$ cat src/rtl/data_mem_responder.sv
// Single-port word memory answering one load/store request at a time, with byte-lane stores.
// Latency: response strobe LATENCY+1 cycles after the accepting handshake; one request per LATENCY+2 cycles.
// Backpressure: req_ready is low from acceptance through the response cycle; the response cannot be stalled.
module data_mem_responder #(
    parameter int DEPTH_WORDS = 64,
    parameter int LATENCY     = 2
) (
    input  logic        clk,
    input  logic        rst,
    input  logic        req_valid,
    output logic        req_ready,
    input  logic        req_we,
    input  logic [31:0] req_addr,
    input  logic [31:0] req_wdata,
    input  logic [3:0]  req_be,
    output logic        rsp_valid,
    output logic [31:0] rsp_rdata,
    output logic        rsp_err
);

    // Word index width; a one-word memory still needs a one-bit index.
    localparam int         AW        = (DEPTH_WORDS > 1) ? $clog2(DEPTH_WORDS) : 1;
    // Wait-counter preload; unused when LATENCY is zero.
    localparam logic [2:0] LAT_M1    = (LATENCY == 0) ? 3'd0 : 3'(LATENCY - 1);
    // Upper bound on the word address, sized to compare against addr[31:2].
    localparam logic [29:0] DEPTH_LIM = 30'(DEPTH_WORDS);

    typedef enum logic [1:0] {
        IDLE = 2'd0,
        WAIT = 2'd1,
        RESP = 2'd2
    } state_t;

    typedef struct packed {
        logic        we;
        logic [31:0] addr;
        logic [31:0] wdata;
        logic [3:0]  be;
    } req_t;

    state_t        state;
    state_t        state_nxt;
    logic [2:0]    cnt;
    logic [2:0]    cnt_nxt;
    req_t          req_live;
    req_t          req_q;
    req_t          req_cur;
    logic          accept;
    logic          enter_resp;
    logic          cur_err;
    logic [AW-1:0] cur_idx;
    logic [31:0]   rdata_q;
    logic          err_q;
    logic [31:0]   mem [DEPTH_WORDS];

    // Ready is a pure function of state so it never loops back through req_valid.
    assign req_ready = (state == IDLE);
    assign accept    = req_valid && req_ready;

    assign req_live  = '{we: req_we, addr: req_addr, wdata: req_wdata, be: req_be};

    // With LATENCY=0 the memory is touched on the accepting edge itself, before the
    // latched copy exists, so the live request is used while still in IDLE.
    assign req_cur   = (state == IDLE) ? req_live : req_q;

    assign cur_err   = (req_cur.addr[1:0] != 2'b00) || (req_cur.addr[31:2] >= DEPTH_LIM);
    assign cur_idx   = req_cur.addr[AW+1:2];

    // The memory operation happens on the edge that enters RESP; reset suppresses it.
    assign enter_resp = rst && (state_nxt == RESP);

    // Next-state and wait-counter logic.
    always_comb begin
        state_nxt = state;
        cnt_nxt   = cnt;
        case (state)
            IDLE: begin
                if (req_valid) begin
                    if (LATENCY == 0) begin
                        state_nxt = RESP;
                    end else begin
                        state_nxt = WAIT;
                        cnt_nxt   = LAT_M1;
                    end
                end
            end
            WAIT: begin
                if (cnt == 3'd0) begin
                    state_nxt = RESP;
                end else begin
                    cnt_nxt = cnt - 3'd1;
                end
            end
            RESP: begin
                state_nxt = IDLE;
            end
            default: begin
                state_nxt = IDLE;
                cnt_nxt   = 3'd0;
            end
        endcase
    end

    // State and counter registers; reset aborts any request in flight.
    always_ff @(posedge clk) begin
        if (!rst) begin
            state <= IDLE;
            cnt   <= 3'd0;
        end else begin
            state <= state_nxt;
            cnt   <= cnt_nxt;
        end
    end

    // Capture the request at the handshake edge; held stable until the response.
    always_ff @(posedge clk) begin
        if (accept) begin
            req_q <= req_live;
        end
    end

    // Byte-lane store into the memory; contents deliberately survive reset.
    always_ff @(posedge clk) begin
        if (enter_resp && req_cur.we && !cur_err) begin
            for (int i = 0; i < 4; i++) begin
                if (req_cur.be[i]) begin
                    mem[cur_idx][8*i +: 8] <= req_cur.wdata[8*i +: 8];
                end
            end
        end
    end

    // Response payload: loaded word or zero, plus error flag, present only during RESP.
    always_ff @(posedge clk) begin
        if (!rst) begin
            rdata_q <= 32'd0;
            err_q   <= 1'b0;
        end else if (enter_resp) begin
            err_q   <= cur_err;
            rdata_q <= (!cur_err && !req_cur.we) ? mem[cur_idx] : 32'd0;
        end else begin
            rdata_q <= 32'd0;
            err_q   <= 1'b0;
        end
    end

    assign rsp_valid = (state == RESP);
    assign rsp_rdata = rdata_q;
    assign rsp_err   = err_q;

endmodule

$ cat config.mk
export PLATFORM = sky130hd
export DESIGN_NAME = data_mem_responder
export DESIGN_NICKNAME = d
export VERILOG_FILES = /design/src/rtl/data_mem_responder.sv
export SDC_FILE = /design/constraint.sdc
export NUM_CORES = 2
export LEC_CHECK = 0
export BUFFER_PORTS_ARGS = -buffer_cell sky130_fd_sc_hd__buf_2
export CORE_ASPECT_RATIO = 1.75
export CORE_UTILIZATION = 40
export CTS_BUF_LIST = sky130_fd_sc_hd__clkbuf_2 sky130_fd_sc_hd__clkbuf_4 sky130_fd_sc_hd__clkbuf_8
export DETAILED_ROUTE_END_ITERATION = 6
export HOLD_SLACK_MARGIN = 0.15
export PLACE_DENSITY = 0.53
export RECOVER_POWER = 100
export SYNTH_ARGS = -nofsm -noshare
export SYNTH_HDL_FRONTEND = slang
export SYNTH_SLANG_ARGS = --single-unit
$ cat constraint.sdc
create_clock -name clk -period 3.95 [get_ports clk]
set_input_delay 0.1975 -clock clk [delete_from_list [all_inputs] [get_ports clk]]
set_output_delay 0.1975 -clock clk [all_outputs]
set_load 0.02 [all_outputs]
# Yosys cells after proc, flatten, opt, wreduce, memory -nomap -nowiden
# Memories as Yosys holds them, arrays and structs flattened. A register that Yosys moved wholly into a read port is not among the register bits.
# Cells that the tools add are included.
# totals
register_bits,75
ram_bits,2048
inputBits,72
word_cells,50
memories,1
# memory_table
memory,depth,word_bits,read_ports,rd_ports_with_merged_regs,write_ports,line,rtl
mem,64,32,1,1,1,54,logic [31:0] mem [DEPTH_WORDS];
# classes
n_addsub,1
n_lt_le_gt_ge,1
n_eq_ne,5
muxes,19
n_bitwise,1
n_reduce_logical,15
# op_table
op,n
$mux W69,1
$ge A30 B7 Y1 const B,1
$mux W1,12
$pmux W3 S3,1
$mux W3,2
$reduce_and A3 Y1,2
$logic_and A1 B1 Y1,5
$eq A2 B2 Y1 const B,2
$mux W2,2
$ne A2 B2 Y1 const B,2
$pmux W2 S2,1
$logic_not A1 Y1,3
$logic_not A3 Y1,1
$sub A3 B1 Y3 const B,1
$eq A2 B1 Y1 const B,1
$logic_not A2 Y1,1
$reduce_and A2 Y1,1
$reduce_bool A2 Y1,1
$logic_or A1 B1 Y1,1
$not A1 Y1,1

# Logic depth before layout (Yosys ltp)
# logic_depth
ltp_word,9
ltp_mapped,13

# Least setup slack after synthesis
# No wires, ideal clock.
# synth_path
path_kind,register to register
start,register state[0]
end,register cnt[2]
setup_time_ns,0.243
t_arrival_ns,3.382
path_slack_ns,0.325
path_stages_with_launch,11
path_buffers,3
period_less_slack_ns,3.625
cell_sequence,dfxtp_1 buf_6 or2_1 buf_6 inv_4 buf_2 and2_1 a21oi_1 nor2b_1 xnor2_1 a2111oi_0
# synth_between
elab_chain_len,3
word_cells_on_any_way,8
classes_between,eq/ne: 4; mux: 1; bitwise: 1; reduce/logical: 2
# synth_rtl
element,line,rtl
start: declaration,41,state_t state;
start signal: assignment,110,state <= state_nxt;
"$eq A2 B1 Y1, or another cell as far along",76,case (state)
$ne A2 B2 Y1 (no source line) or $not A1 Y1 (tied branches),n/a,
$reduce_and A3 Y1 (no source line),n/a,
end signal: assignment,111,cnt <= cnt_nxt;
end: declaration,43,logic [2:0] cnt;
# Several ways; a longest one is shown, not always the timed one.
# A chain may end at the register's enable or synchronous reset.

# Worst setup path after layout
# layout_path
start,register state[0]
end,register rdata_q[17] (netlist: rsp_rdata[17]) (read register of mem)
# layout_between
elab_chain_len,8
word_cells_on_any_way,16
classes_between,order compare: 1; eq/ne: 2; mux: 4; reduce/logical: 9
# layout_rtl
element,line,rtl
$logic_not A2 Y1,"64, 76",
$mux W69,64,assign req_cur = (state == IDLE) ? req_live : req_q;
$ge A30 B7 Y1 or $reduce_bool A2 Y1 (tied branches),66,assign cur_err = (req_cur.addr[1:0] != 2'b00) || (req_cur.addr[31:2] >= DEPTH_LIM);
$logic_or A1 B1 Y1,66,
$logic_not A1 Y1,140,rdata_q <= (!cur_err && !req_cur.we) ? mem[cur_idx] : 32'd0;
$logic_and A1 B1 Y1,140,
$reduce_and A3 Y1 (no source line),n/a,
$logic_not A1 Y1 (no source line),n/a,
end: declaration,52,logic [31:0] rdata_q;
# Several ways; a longest one is shown, not always the timed one.

==> results.ini <==
[global_route]
grt_pass1_vias=52700
antenna_found_initial=14
grt_use_total_pct=26.5
grt_pass1_wl_um=389000
grt_max_degree=87
grt_overflow=0

[worst_setup_path]
reg2reg_slack_ns=-0.04
critPathMaxStageDelay_ns=0.83
regToRegStartpoint=state[0]
worstRegToRegCells=9
path_max_fanout=45
cpMaxStageDelayCell=o21ai_0
crit_start=state[0]
crit_chain=or2_2, inv_4, o21a_4, buf_12, buf_2, a21oi_1, a221o_1, o21ai_0, a41oi_1
r2r_end=rsp_rdata[17]
path_delay_family=compound AO/OA/AOI/OAI gates
path_class=reg2reg
arrival_ns=4.77
cp-end-kind=flop
start_kind=flop
cp_num_buf_inv=3
critPathRequiredTime_ns=4.73

[run_status]
violations=capacitance limit, slew limit, setup timing
status=finished with violations

[synth]
synthesis.area_sq_mm=0.0823
yosysSeqAreaShare_pct=78.2
syn_avg_cell_area_sq_um=15.9
synth_top_area_share_pct=77.2
syn-num-nets=5237
synth-main-ff-cell=edfxtp_1
syn_inst=5163
async_flop_share_pct=0
synth_edf_count=2117
yosys_warnings=0
synth_top_cell_by_area=edfxtp_1
synth_cell_types=68
synth_seq_cells=2155
synth_area_leaders=edfxtp_1, nand2_1, mux2i_1, a22oi_1, a21oi_1

[flow_run]
drv_cap=13

[die]
start_util_pct=40.4
die_w_um=345
fp-row-count=219
die_area_sq_mm=0.208
ios=107
core_area_sq_mm=0.204
die_h_um=602

[placement]
portBuffers=106
gp_congestion=0.889
dp_hpwl_um=181000
place_area_sq_mm=0.0904

[sta]
slew_viol_final=761
finalWorstSetupSlack_ns=-0.0436
hold_viol_final=0
layout_min_cycle_time_ns=3.99
fin_worst_skew_ns=0.0454
maxSlewHeadroom_pct=-33.1
fin_crit_sh_pct=101
tightest_slew_ns=2.00
fmax_mhz=250
rsz0062_at_grt=no
setup_violations=1

[min_path]
hp-start=req_addr[19]
hold_end=rsp_err
holdPathStages=6
hold_class=in2reg

[clock_network]
cts.sinks=2155
cts_setup_buffers=0
cts.reportedPaths.clkPinSlew_ns=0.07
cts_buffers=308
cts_root_buf=clkbuf_8
tritoncts=built
cts_max_level=5
clk_latency_ns=0.96
clockBufferDepth=4

[finish]
final_area_sq_mm=0.0963
layout.nets=6045
synthToLayoutAreaGrowth_pct=17.0
drive_above_1_share_pct=17.2

[pwr]
p_per_area_mw_per_mm2=534
ir_worst_vdd_uv=432
leakagePower_uw=0.0314
power_uw=51400

[route]
totalWireLength_um=278000
drtIter0Drc=4456
dr.pass1.iters=6
viasPerCell=5.84
via_count=51800
drc=0
ant_nets=0
wire_per_inst_um=31.4

==> routing by layer <==
| metal | share of wire (%) | up-vias | GRT usage [%] |
|---|---|---|---|
| met4 | 6.3 | 14 | 14.4 |
| met2 | 52 | 2181 | 47.2 |
| met5 | 0.035 | - | 0 |
| li1 | - | 22200 | - |
| met3 | 6.4 | 701 | 4.23 |
| met1 | 35 | 26700 | 29.9 |
==> synth_stat cells (38+ instances only) <==
cell         n
a21oi_1    292
a222oi_1    51
a22o_1     107
a22oi_1    245
a31oi_1     85
buf_1       98
buf_2      107
clkbuf_1   141
dfxtp_1     38
edfxtp_1  2117
mux2_2      56
mux2i_1    230
nand2_1    682
nor2_1      62
nor3_1     248
o21ai_0    135
o22a_1      40
o22ai_1     77
==> worst min-delay path, stage by stage <==
cell           delay [ns]
dlygate4sd3_1        0.52
buf_2                0.11
nor4_1               0.04
nand3_1              0.09
nand2_1              0.08
a31oi_1              0.16
==> how the worst max path moves through the flow <==
stage / depth (start not counted) / to / slack (ns)
finish: 9 / rsp_rdata[17] / -0.04
global route: 11 / mem[61][4] / 0.008
CTS: 9 / rsp_rdata[9] / 0.06
detailed placement: 9 / rsp_rdata[9] / -0.16
global placement: 9 / rsp_rdata[9] / -0.06
floorplan: 10 / cnt[2] / 0.33
==> stage by stage <==
| step | utilization, % | setup slack, ns | setup TNS, ns | hold slack [ns] | std cells |
|---|---|---|---|---|---|
| after floorplan | - | 0.325 | 0 | 0.296 | 5163 |
| after global placement | 44.3 | -0.0597 | -0.105 | 0.387 | 8173 |
| after detailed placement | 44.3 | -0.163 | -0.238 | 0.390 | 8174 |
| after CTS | 47.9 | 0.0581 | 0 | 0.153 | 8852 |
| after global routing | 47.2 | 0.00777 | 0 | 0.289 | 8854 |
| final | 47.2 | -0.0436 | -0.0436 | 0.286 | 8858 |
==> power breakdown <==
part,total (uW),switching [uW],internal [uW]
Combinational,7610,5650,1960
Clock,17400,8420,9000
Sequential,26400,35.0,26400
==> layout make-up <==
cell class	count	area, sq um
Clock buffer	427	5310
Timing Repair Buffer	854	5870
Sequential cell	2155	64300
Tap cell	2652	3320
Fill cell	18000	108000
Clock inverter	112	623
Multi-Input combinational cell	2645	16800
Antenna cell	6	15.0
Inverter	7	28.8
==> cells in the final DEF, fill, tap and decap left out, types with 139 or more instances in the layout <==
cell type      instances
edfxtp_1            2117
nand2_1              660
clkbuf_8             336
a21oi_1              291
clkbuf_1             269
nor3_1               247
a22oi_1              245
mux2i_1              230
buf_4                193
clkbuf_2             175
dlygate4sd3_1        139
==> sequential cells by signal (all words and copies together) (netlist names) <==
signal and count:
cnt 3, mem 2048, req_q 69, rsp_err 1, rsp_rdata 32, state 2
==> kinds of logic (layout without fill, tap and decap cells) <==
group / after synthesis / after routing / synth area share, %
other: 0 / 6 / 0
and+or+nand+nor: 1146 / 1146 / 6.10
buffers and inverters: 363 / 1400 / 1.89
DFF: 2155 / 2155 / 78.2
AOI/OAI and AO/OA: 1203 / 1203 / 10.1
adders and majority gates: 2 / 2 / 0.0304
muxes: 293 / 293 / 3.68
xor gates and xnor gates: 1 / 1 / 0.0106
==> timing repair <==
item                                   in CTS  in global routing
setup endpoints to repair                   3                  0
resized for setup                           3                  0
endpoints found under the hold margin    1669                  0
hold buffers                              139                  0
Power figures use the tool's default switching activity.
